==> src/rtl/huffman_min2_scan_pkg.sv <==
// huffman_min2_scan_pkg: shared widths, frame layout and FSM encoding for the min-2 scanner
package huffman_min2_scan_pkg;
    localparam int FREQ_W_DEF  = 27;
    localparam int ID_W_DEF    = 9;
    localparam int CNT_W_DEF   = 9;
    localparam int FRAME_W_DEF = FREQ_W_DEF + ID_W_DEF;
    localparam int FREQ_LSB    = 0;
    localparam int ID_LSB      = FREQ_W_DEF;
    typedef enum logic {SCAN = 1'b0, DONE = 1'b1} state_e;
endpackage

==> src/rtl/huffman_min2_scan_if.sv <==
// huffman_min2_scan_if: node-frame input stream and min-2 result channel
interface huffman_min2_scan_if
    import huffman_min2_scan_pkg::*;
#(
    parameter int FREQ_W = FREQ_W_DEF,
    parameter int ID_W   = ID_W_DEF,
    parameter int CNT_W  = CNT_W_DEF
) ();
    localparam int FRAME_W = FREQ_W + ID_W;
    logic               in_valid;
    logic               in_ready;
    logic [FRAME_W-1:0] in_frame;
    logic               in_last;
    logic               out_valid;
    logic               out_ready;
    logic [FRAME_W-1:0] out_min1;
    logic [FRAME_W-1:0] out_min2;
    logic               out_min2_vld;
    logic [CNT_W-1:0]   out_count;
    modport slave (
        input  in_valid, in_frame, in_last, out_ready,
        output in_ready, out_valid, out_min1, out_min2, out_min2_vld, out_count
    );
    modport master (
        output in_valid, in_frame, in_last, out_ready,
        input  in_ready, out_valid, out_min1, out_min2, out_min2_vld, out_count
    );
endinterface

==> src/rtl/huffman_min2_scan_node_less.sv <==
// huff_node_less: combinational a<b on {id, freq} frames
// HUFF_ID_TIEBREAK_EN: equal freqs order by smaller id; otherwise equal freqs are never less
module huff_node_less
    import huffman_min2_scan_pkg::*;
#(
    parameter int FREQ_W = FREQ_W_DEF,
    parameter int ID_W   = ID_W_DEF
) (
    input  logic [FREQ_W+ID_W-1:0] a_i,
    input  logic [FREQ_W+ID_W-1:0] b_i,
    output logic                   less_o
);
    logic [FREQ_W-1:0] fa, fb;
    always_comb begin
        fa = a_i[FREQ_LSB +: FREQ_W];
        fb = b_i[FREQ_LSB +: FREQ_W];
`ifdef HUFF_ID_TIEBREAK_EN
        less_o = (fa < fb) || (fa == fb && a_i[FREQ_W +: ID_W] < b_i[FREQ_W +: ID_W]);
`else
        less_o = fa < fb;
`endif
    end
endmodule

==> src/rtl/huffman_min2_scan.sv <==
// huffman_min2_scan: tracks the two smallest node frames of a stream and presents them once per stream
// HUFF_ID_TIEBREAK_EN selects id tie-breaking on equal frequencies
module huffman_min2_scan
    import huffman_min2_scan_pkg::*;
#(
    parameter int FREQ_W = FREQ_W_DEF,
    parameter int ID_W   = ID_W_DEF,
    parameter int CNT_W  = CNT_W_DEF
) (
    input  logic              clk,
    input  logic              rst_n,
    huffman_min2_scan_if.slave bus
);
    localparam int FRAME_W = FREQ_W + ID_W;
    state_e             state_q;
    logic [FRAME_W-1:0] min1_q, min2_q;
    logic               v1_q, v2_q;
    logic [CNT_W-1:0]   cnt_q, cnt_d;
    logic               less1, less2, accept;
    huff_node_less #(.FREQ_W(FREQ_W), .ID_W(ID_W)) u_less1 (
        .a_i(bus.in_frame), .b_i(min1_q), .less_o(less1)
    );
    huff_node_less #(.FREQ_W(FREQ_W), .ID_W(ID_W)) u_less2 (
        .a_i(bus.in_frame), .b_i(min2_q), .less_o(less2)
    );
    always_comb begin
        accept = bus.in_valid && state_q == SCAN;
        cnt_d  = &cnt_q ? cnt_q : cnt_q + 1'b1;
    end
    always_ff @(posedge clk) begin
        if (!rst_n) begin
            state_q <= SCAN;
            min1_q  <= '0;
            min2_q  <= '0;
            v1_q    <= 1'b0;
            v2_q    <= 1'b0;
            cnt_q   <= '0;
        end else if (accept) begin
            // a new minimum demotes the old one, keeping min1 <= min2
            if (!v1_q || less1) begin
                min2_q <= min1_q;
                v2_q   <= v1_q;
                min1_q <= bus.in_frame;
                v1_q   <= 1'b1;
            end else if (!v2_q || less2) begin
                min2_q <= bus.in_frame;
                v2_q   <= 1'b1;
            end
            cnt_q <= cnt_d;
            if (bus.in_last) state_q <= DONE;
        end else if (state_q == DONE && bus.out_ready) begin
            state_q <= SCAN;
            min1_q  <= '0;
            min2_q  <= '0;
            v1_q    <= 1'b0;
            v2_q    <= 1'b0;
            cnt_q   <= '0;
        end
    end
    always_comb begin
        bus.in_ready     = state_q == SCAN;
        bus.out_valid    = state_q == DONE;
        bus.out_min1     = min1_q;
        bus.out_min2     = min2_q;
        bus.out_min2_vld = v2_q && state_q == DONE;
        bus.out_count    = cnt_q;
    end
endmodule

==> src/flat_wrapper.sv <==
// flat-port wrapper written by rule: the top's interface ports become plain ports
module huffman_min2_scan_flat import huffman_min2_scan_pkg::*;
#(
    parameter int FREQ_W = FREQ_W_DEF,
    parameter int ID_W   = ID_W_DEF,
    parameter int CNT_W  = CNT_W_DEF
)
  (clk, rst_n, bus_in_valid, bus_in_frame, bus_in_last, bus_out_ready, bus_in_ready, bus_out_valid, bus_out_min1, bus_out_min2, bus_out_min2_vld, bus_out_count);
  huffman_min2_scan_if #(.FREQ_W(FREQ_W), .ID_W(ID_W), .CNT_W(CNT_W)) bus_i ();
  input  logic clk;
  input  logic rst_n;
  input wire logic [$bits(bus_i.in_valid)-1:0] bus_in_valid;
  input wire logic [$bits(bus_i.in_frame)-1:0] bus_in_frame;
  input wire logic [$bits(bus_i.in_last)-1:0] bus_in_last;
  input wire logic [$bits(bus_i.out_ready)-1:0] bus_out_ready;
  output wire logic [$bits(bus_i.in_ready)-1:0] bus_in_ready;
  output wire logic [$bits(bus_i.out_valid)-1:0] bus_out_valid;
  output wire logic [$bits(bus_i.out_min1)-1:0] bus_out_min1;
  output wire logic [$bits(bus_i.out_min2)-1:0] bus_out_min2;
  output wire logic [$bits(bus_i.out_min2_vld)-1:0] bus_out_min2_vld;
  output wire logic [$bits(bus_i.out_count)-1:0] bus_out_count;
  assign bus_i.in_valid = bus_in_valid;
  assign bus_i.in_frame = bus_in_frame;
  assign bus_i.in_last = bus_in_last;
  assign bus_i.out_ready = bus_out_ready;
  assign bus_in_ready = bus_i.in_ready;
  assign bus_out_valid = bus_i.out_valid;
  assign bus_out_min1 = bus_i.out_min1;
  assign bus_out_min2 = bus_i.out_min2;
  assign bus_out_min2_vld = bus_i.out_min2_vld;
  assign bus_out_count = bus_i.out_count;
  huffman_min2_scan #(.FREQ_W(FREQ_W), .ID_W(ID_W), .CNT_W(CNT_W)) u_core (.clk(clk), .rst_n(rst_n), .bus(bus_i));
endmodule
==> config.mk <==
export PLATFORM = sky130hd
export DESIGN_NAME = huffman_min2_scan_flat
export DESIGN_NICKNAME = d
export VERILOG_FILES = /design/src/rtl/huffman_min2_scan_pkg.sv /design/src/rtl/huffman_min2_scan_if.sv /design/src/rtl/huffman_min2_scan_node_less.sv /design/src/rtl/huffman_min2_scan.sv /design/src/flat_wrapper.sv
export SDC_FILE = /design/constraint.sdc
export NUM_CORES = 1
export LEC_CHECK = 0
export CELL_PAD_IN_SITES_DETAIL_PLACEMENT = 1
export CELL_PAD_IN_SITES_GLOBAL_PLACEMENT = 2
export CORE_MARGIN = 1
export CORE_UTILIZATION = 31
export CTS_CLUSTER_DIAMETER = 200
export DETAILED_ROUTE_END_ITERATION = 12
export PLACE_DENSITY = 0.95
export SLEW_MARGIN = 20
export SYNTH_ARGS = -nofsm -noshare
export SYNTH_HDL_FRONTEND = slang
export SYNTH_SLANG_ARGS = --single-unit
==> constraint.sdc <==
create_clock -name clk -period 3.57 [get_ports clk]
set_clock_uncertainty 0.1 [all_clocks]
set_input_delay 0.357 -clock clk [delete_from_list [all_inputs] [get_ports clk]]
set_output_delay 0.357 -clock clk [all_outputs]
set_load 0.01 [all_outputs]
==> run_results.csv <==
group,metric,value,unit
clock_tree,cts_max_level,3,
timing,hold_slack,366,ps
logic_synthesis,postSynthNetCount,635,
logic_synthesis,synthCells,540,
route,detailedRoute.firstIterationViolations,127,
timing,period_share,0.913,
route,met1_wire_length,6820,um
route,top_metal_layer_carrying_routed_signals,"met4",
global_routing,gr_util_all_layers,0.202,
clock_tree,cts_inserted_buffers,9,
job,drv_cap,0,
timing,final_max_slew_viol_count,0,
clock_tree,cts_max_path_buffers,2,
clock_tree,cts.repair_timing.setup_buffer_count,0,
worst_setup_path,worst-r2r-setup-slack,310,ps
route,wl_met3,676,um
logic_synthesis,synth.yosys.seq_area_share,0.349,
worst_setup_path,worstPathRequired,3700,ps
timing,grt_setup_unrepaired,"false",
timing,final_critical_path_setup_slack,312,ps
min_path,worstHoldPathType,"reg2reg",
route,drt_drc_violations_left,0,
layout,layout-drive-gt1-share,0.0897,
route,via_per_inst,5.15,
worst_setup_path,timing.critical_path.from_type,"flop",
layout,area.growth.synth_to_final,39.3,%
worst_setup_path,cp_arrival,3390,ps
power_and_ir_drop,finalPower,2.61,mW
route,drtAntennaViolNets,0,
floorplan,chipWidth,127,um
worst_setup_path,path_max_fanout,26,
clock_tree,worstSkewPairLatency,350,ps
min_path,worst_hold_path_cell_count,1,
clock_tree,cts-resized-gates,0,
placed_design,gpl.final_weighted_congestion,0.842,
floorplan,std_cell_rows,45,
min_path,worstHoldStart,"u_core.v2_q$_SDFFE_PN0P_",
logic_synthesis,post_synth_num_cell_types,42,
worst_setup_path,r2r-start,"u_core.bus.out_min1[18]$_SDFFE_PN0P_",
route,routed_wl,15400,um
min_path,hold_path_end,"u_core.v2_q$_SDFFE_PN0P_",
logic_synthesis,synth_seq_cells,84,
clock_tree,root_buffer,"clkbuf_16",
timing,worst_slew_pin_slew,1040,ps
global_routing,grt_pass1_vias,4995,
placed_design,dp.final_hpwl,11900,um
global_routing,grt_pass1_wl,25300,um
layout,final_util,0.442,
timing,min_period,3260,ps
timing,setup_total_negative_slack,0,ps
timing,timing.max_slew.rel_slack,0.303,
logic_synthesis,synth_warnings,0,
layout,n_antenna_cell,0,
worst_setup_path,reg2reg_end,"u_core.bus.out_min2[31]$_SDFFE_PN0P_",
clock_tree,tritoncts,"yes",
layout,final_nets,781,
route,routedWlPerCell,17.6,um
timing,achievable-frequency,307,MHz
clock_tree,cts.sink_count,84,
logic_synthesis,synth_area_per_cell,8.93,um2
global_routing,grt_overflow,0,
global_routing,number_of_antenna_violations_at_the_first_check_in_global_routing,0,
clock_tree,cts_hold_repair.buffers,0,
worst_setup_path,critPathKind,"reg2reg",
floorplan,io_pins,125,
route,drtPass1Iterations,4,
floorplan,fp.dieArea,16100,um2
worst_setup_path,timing.critical_path.to_type,"flop",
global_routing,grt_start_max_net_pins,46,
worst_setup_path,reg2regPathDepth,10,
floorplan,die_y,127,um
route,met2RoutedLength,7610,um
placed_design,count_of_input_and_output_buffers,124,
floorplan,design.core.area,15200,um2
power_and_ir_drop,cellPowerDensity,389,nW/um2
timing,final-hold-violation-count,0,
timing,finalSetupViolCount,0,
clock_tree,clk_pin_slew,60,ps
route,vias,4524,
logic_synthesis,mappedNetlistArea,4820,um2
power_and_ir_drop,peak_ir_drop_on_the_vdd_network,189,uV
run_status,status,"completed",
layout,nFillCells,1789,
floorplan,initial_utilization,0.317,
placed_design,dp_slack,-72.3,ps
power_and_ir_drop,leakage,2.68,nW
[final cells by class]
class                   count  area, um2  share of cell area
inverters                  56        210              0.0313
clock buffers              15        278              0.0414
flip-flops and latches     84       1680               0.250
repair buffers            162       1540               0.229
well taps                 188        235              0.0350
clock inverters             1       5.00            0.000745
multi-input cells         373       2770               0.412
[cell usage in the layout (no fill, tap or decap), types with 2 or more instances in the layout]
cell             synthesis  final
nor3_1                   2      2
buf_4                    1     37
nand2_1                 61     61
a211oi_1                 3      3
o2bb2ai_1               35     35
nor2_1                  13     13
xor2_1                   2      2
and2_1                   4      4
nand3_1                 46     46
nor2b_1                  3      3
a21oi_1                 24     24
clkbuf_8                 0      3
mux2i_1                 36     36
or3_1                    2      2
o2bb2ai_2                2      2
and3_1                   5      5
a22oi_1                  2      2
nor3_4                   1      2
clkbuf_1                 6      3
inv_1                   56     56
clkdlybuf4s50_1          0    124
a21boi_0                38     38
nand2b_1                 3      3
o21ai_0                 14     14
dfxtp_1                 84     84
clkbuf_16                0      9
o311a_1                  2      2
nand4_1                  8      8
ha_1                    54     54
[kinds of logic (layout without fill, tap and decap cells)]
| group | count (synthesis) | in the layout | share of synthesized area |
|---|---|---|---|
| muxes | 36 | 36 | 0.0748 |
| and+or+nand+nor | 152 | 152 | 0.153 |
| AOI/OAI and AO/OA | 129 | 129 | 0.201 |
| DFF | 84 | 84 | 0.349 |
| xor gates and xnor gates | 2 | 2 | 0.00364 |
| buffers and inverters | 83 | 234 | 0.0787 |
| adders and majority gates | 54 | 54 | 0.140 |
[critical path: stages (launching register included)]
cell,delay (ps)
dfxtp_1,400
inv_1,70
ha_1,300
a21oi_1,150
o21ai_0,190
a221oi_2,350
a21oi_4,100
nor2_4,820
buf_4,330
mux2i_1,230
o2bb2ai_1,80
[per-stage QoR]
| stage | cells | cell area, um2 |
|---|---|---|
| finish | 879 | 6710 |
| global route | 879 | 6710 |
| CTS | 879 | 6710 |
| detailed placement | 863 | 6430 |
| global placement | 863 | 6430 |
| floorplan | 540 | 4820 |
[metal layers]
metal / GRT usage / vias up
met5: 0 / -
met4: 0.0770 / 0
met3: 0.0468 / 23
met2: 0.350 / 97
met1: 0.243 / 2202
li1: - / 2202
[flip-flops by register name, indices dropped and copies added (netlist names)]
name	flops
u_core.bus.out_valid	1
u_core.v2_q	1
u_core.bus.out_count	9
u_core.bus.out_min1	36
u_core.v1_q	1
u_core.bus.out_min2	36
[cells in the mapped netlist, drive strengths merged]
| master | count | share of area |
|---|---|---|
| xor2 | 2 | 0.0036 |
| nand4 | 9 | 0.013 |
| nor3 | 4 | 0.0075 |
| a2111oi | 1 | 0.0018 |
| a21oi | 25 | 0.028 |
| a221oi | 2 | 0.0049 |
| ha | 54 | 0.14 |
| mux2i | 36 | 0.075 |
| a22oi | 2 | 0.0031 |
| o311a | 2 | 0.0042 |
| o21a | 1 | 0.0016 |
| nor4 | 1 | 0.0026 |
| and2 | 4 | 0.0052 |
| dfxtp | 84 | 0.35 |
| inv | 56 | 0.044 |
| o22ai | 1 | 0.0013 |
| nand2 | 61 | 0.048 |
| o21ai | 15 | 0.018 |
| nor2 | 14 | 0.012 |
| nand3 | 46 | 0.048 |
| nand2b | 3 | 0.0039 |
| nor2b | 3 | 0.0039 |
| a211oi | 4 | 0.0073 |
| buf | 21 | 0.030 |
| a21boi | 38 | 0.059 |
| a21o | 1 | 0.0016 |
| clkbuf | 6 | 0.0047 |
| o2bb2ai | 37 | 0.070 |
| or3 | 2 | 0.0026 |
| and3 | 5 | 0.0065 |
[power by group]
group          leakage (nW)  internal (mW)  switching (mW)
clock                 0.140          0.528           0.371
sequential            0.686          0.999          0.0583
combinational          1.85          0.320           0.334
[how the worst max path moves through the flow]
| stage | from | end | slack, ps | depth (start not counted) |
|---|---|---|---|---|
| 3_5_place_dp | bus_in_frame[25] | u_core.bus.out_min2[31]$_SDFFE_PN0P_ | -70 | 10 |
| 3_3_place_gp | bus_in_frame[25] | u_core.bus.out_min2[30]$_SDFFE_PN0P_ | 20 | 10 |
| 2_1_floorplan | u_core.bus.out_min1[26]$_SDFFE_PN0P_ | u_core.bus.out_min2[10]$_SDFFE_PN0P_ | 1060 | 11 |
| 5_1_grt | u_core.bus.out_min1[18]$_SDFFE_PN0P_ | u_core.bus.out_min2[34]$_SDFFE_PN0P_ | 80 | 10 |
| 4_1_cts | u_core.bus.out_min1[18]$_SDFFE_PN0P_ | u_core.bus.out_min2[31]$_SDFFE_PN0P_ | 240 | 10 |
| 6_report | u_core.bus.out_min1[18]$_SDFFE_PN0P_ | u_core.bus.out_min2[31]$_SDFFE_PN0P_ | 310 | 10 |
Power figures use the tool's default switching activity.
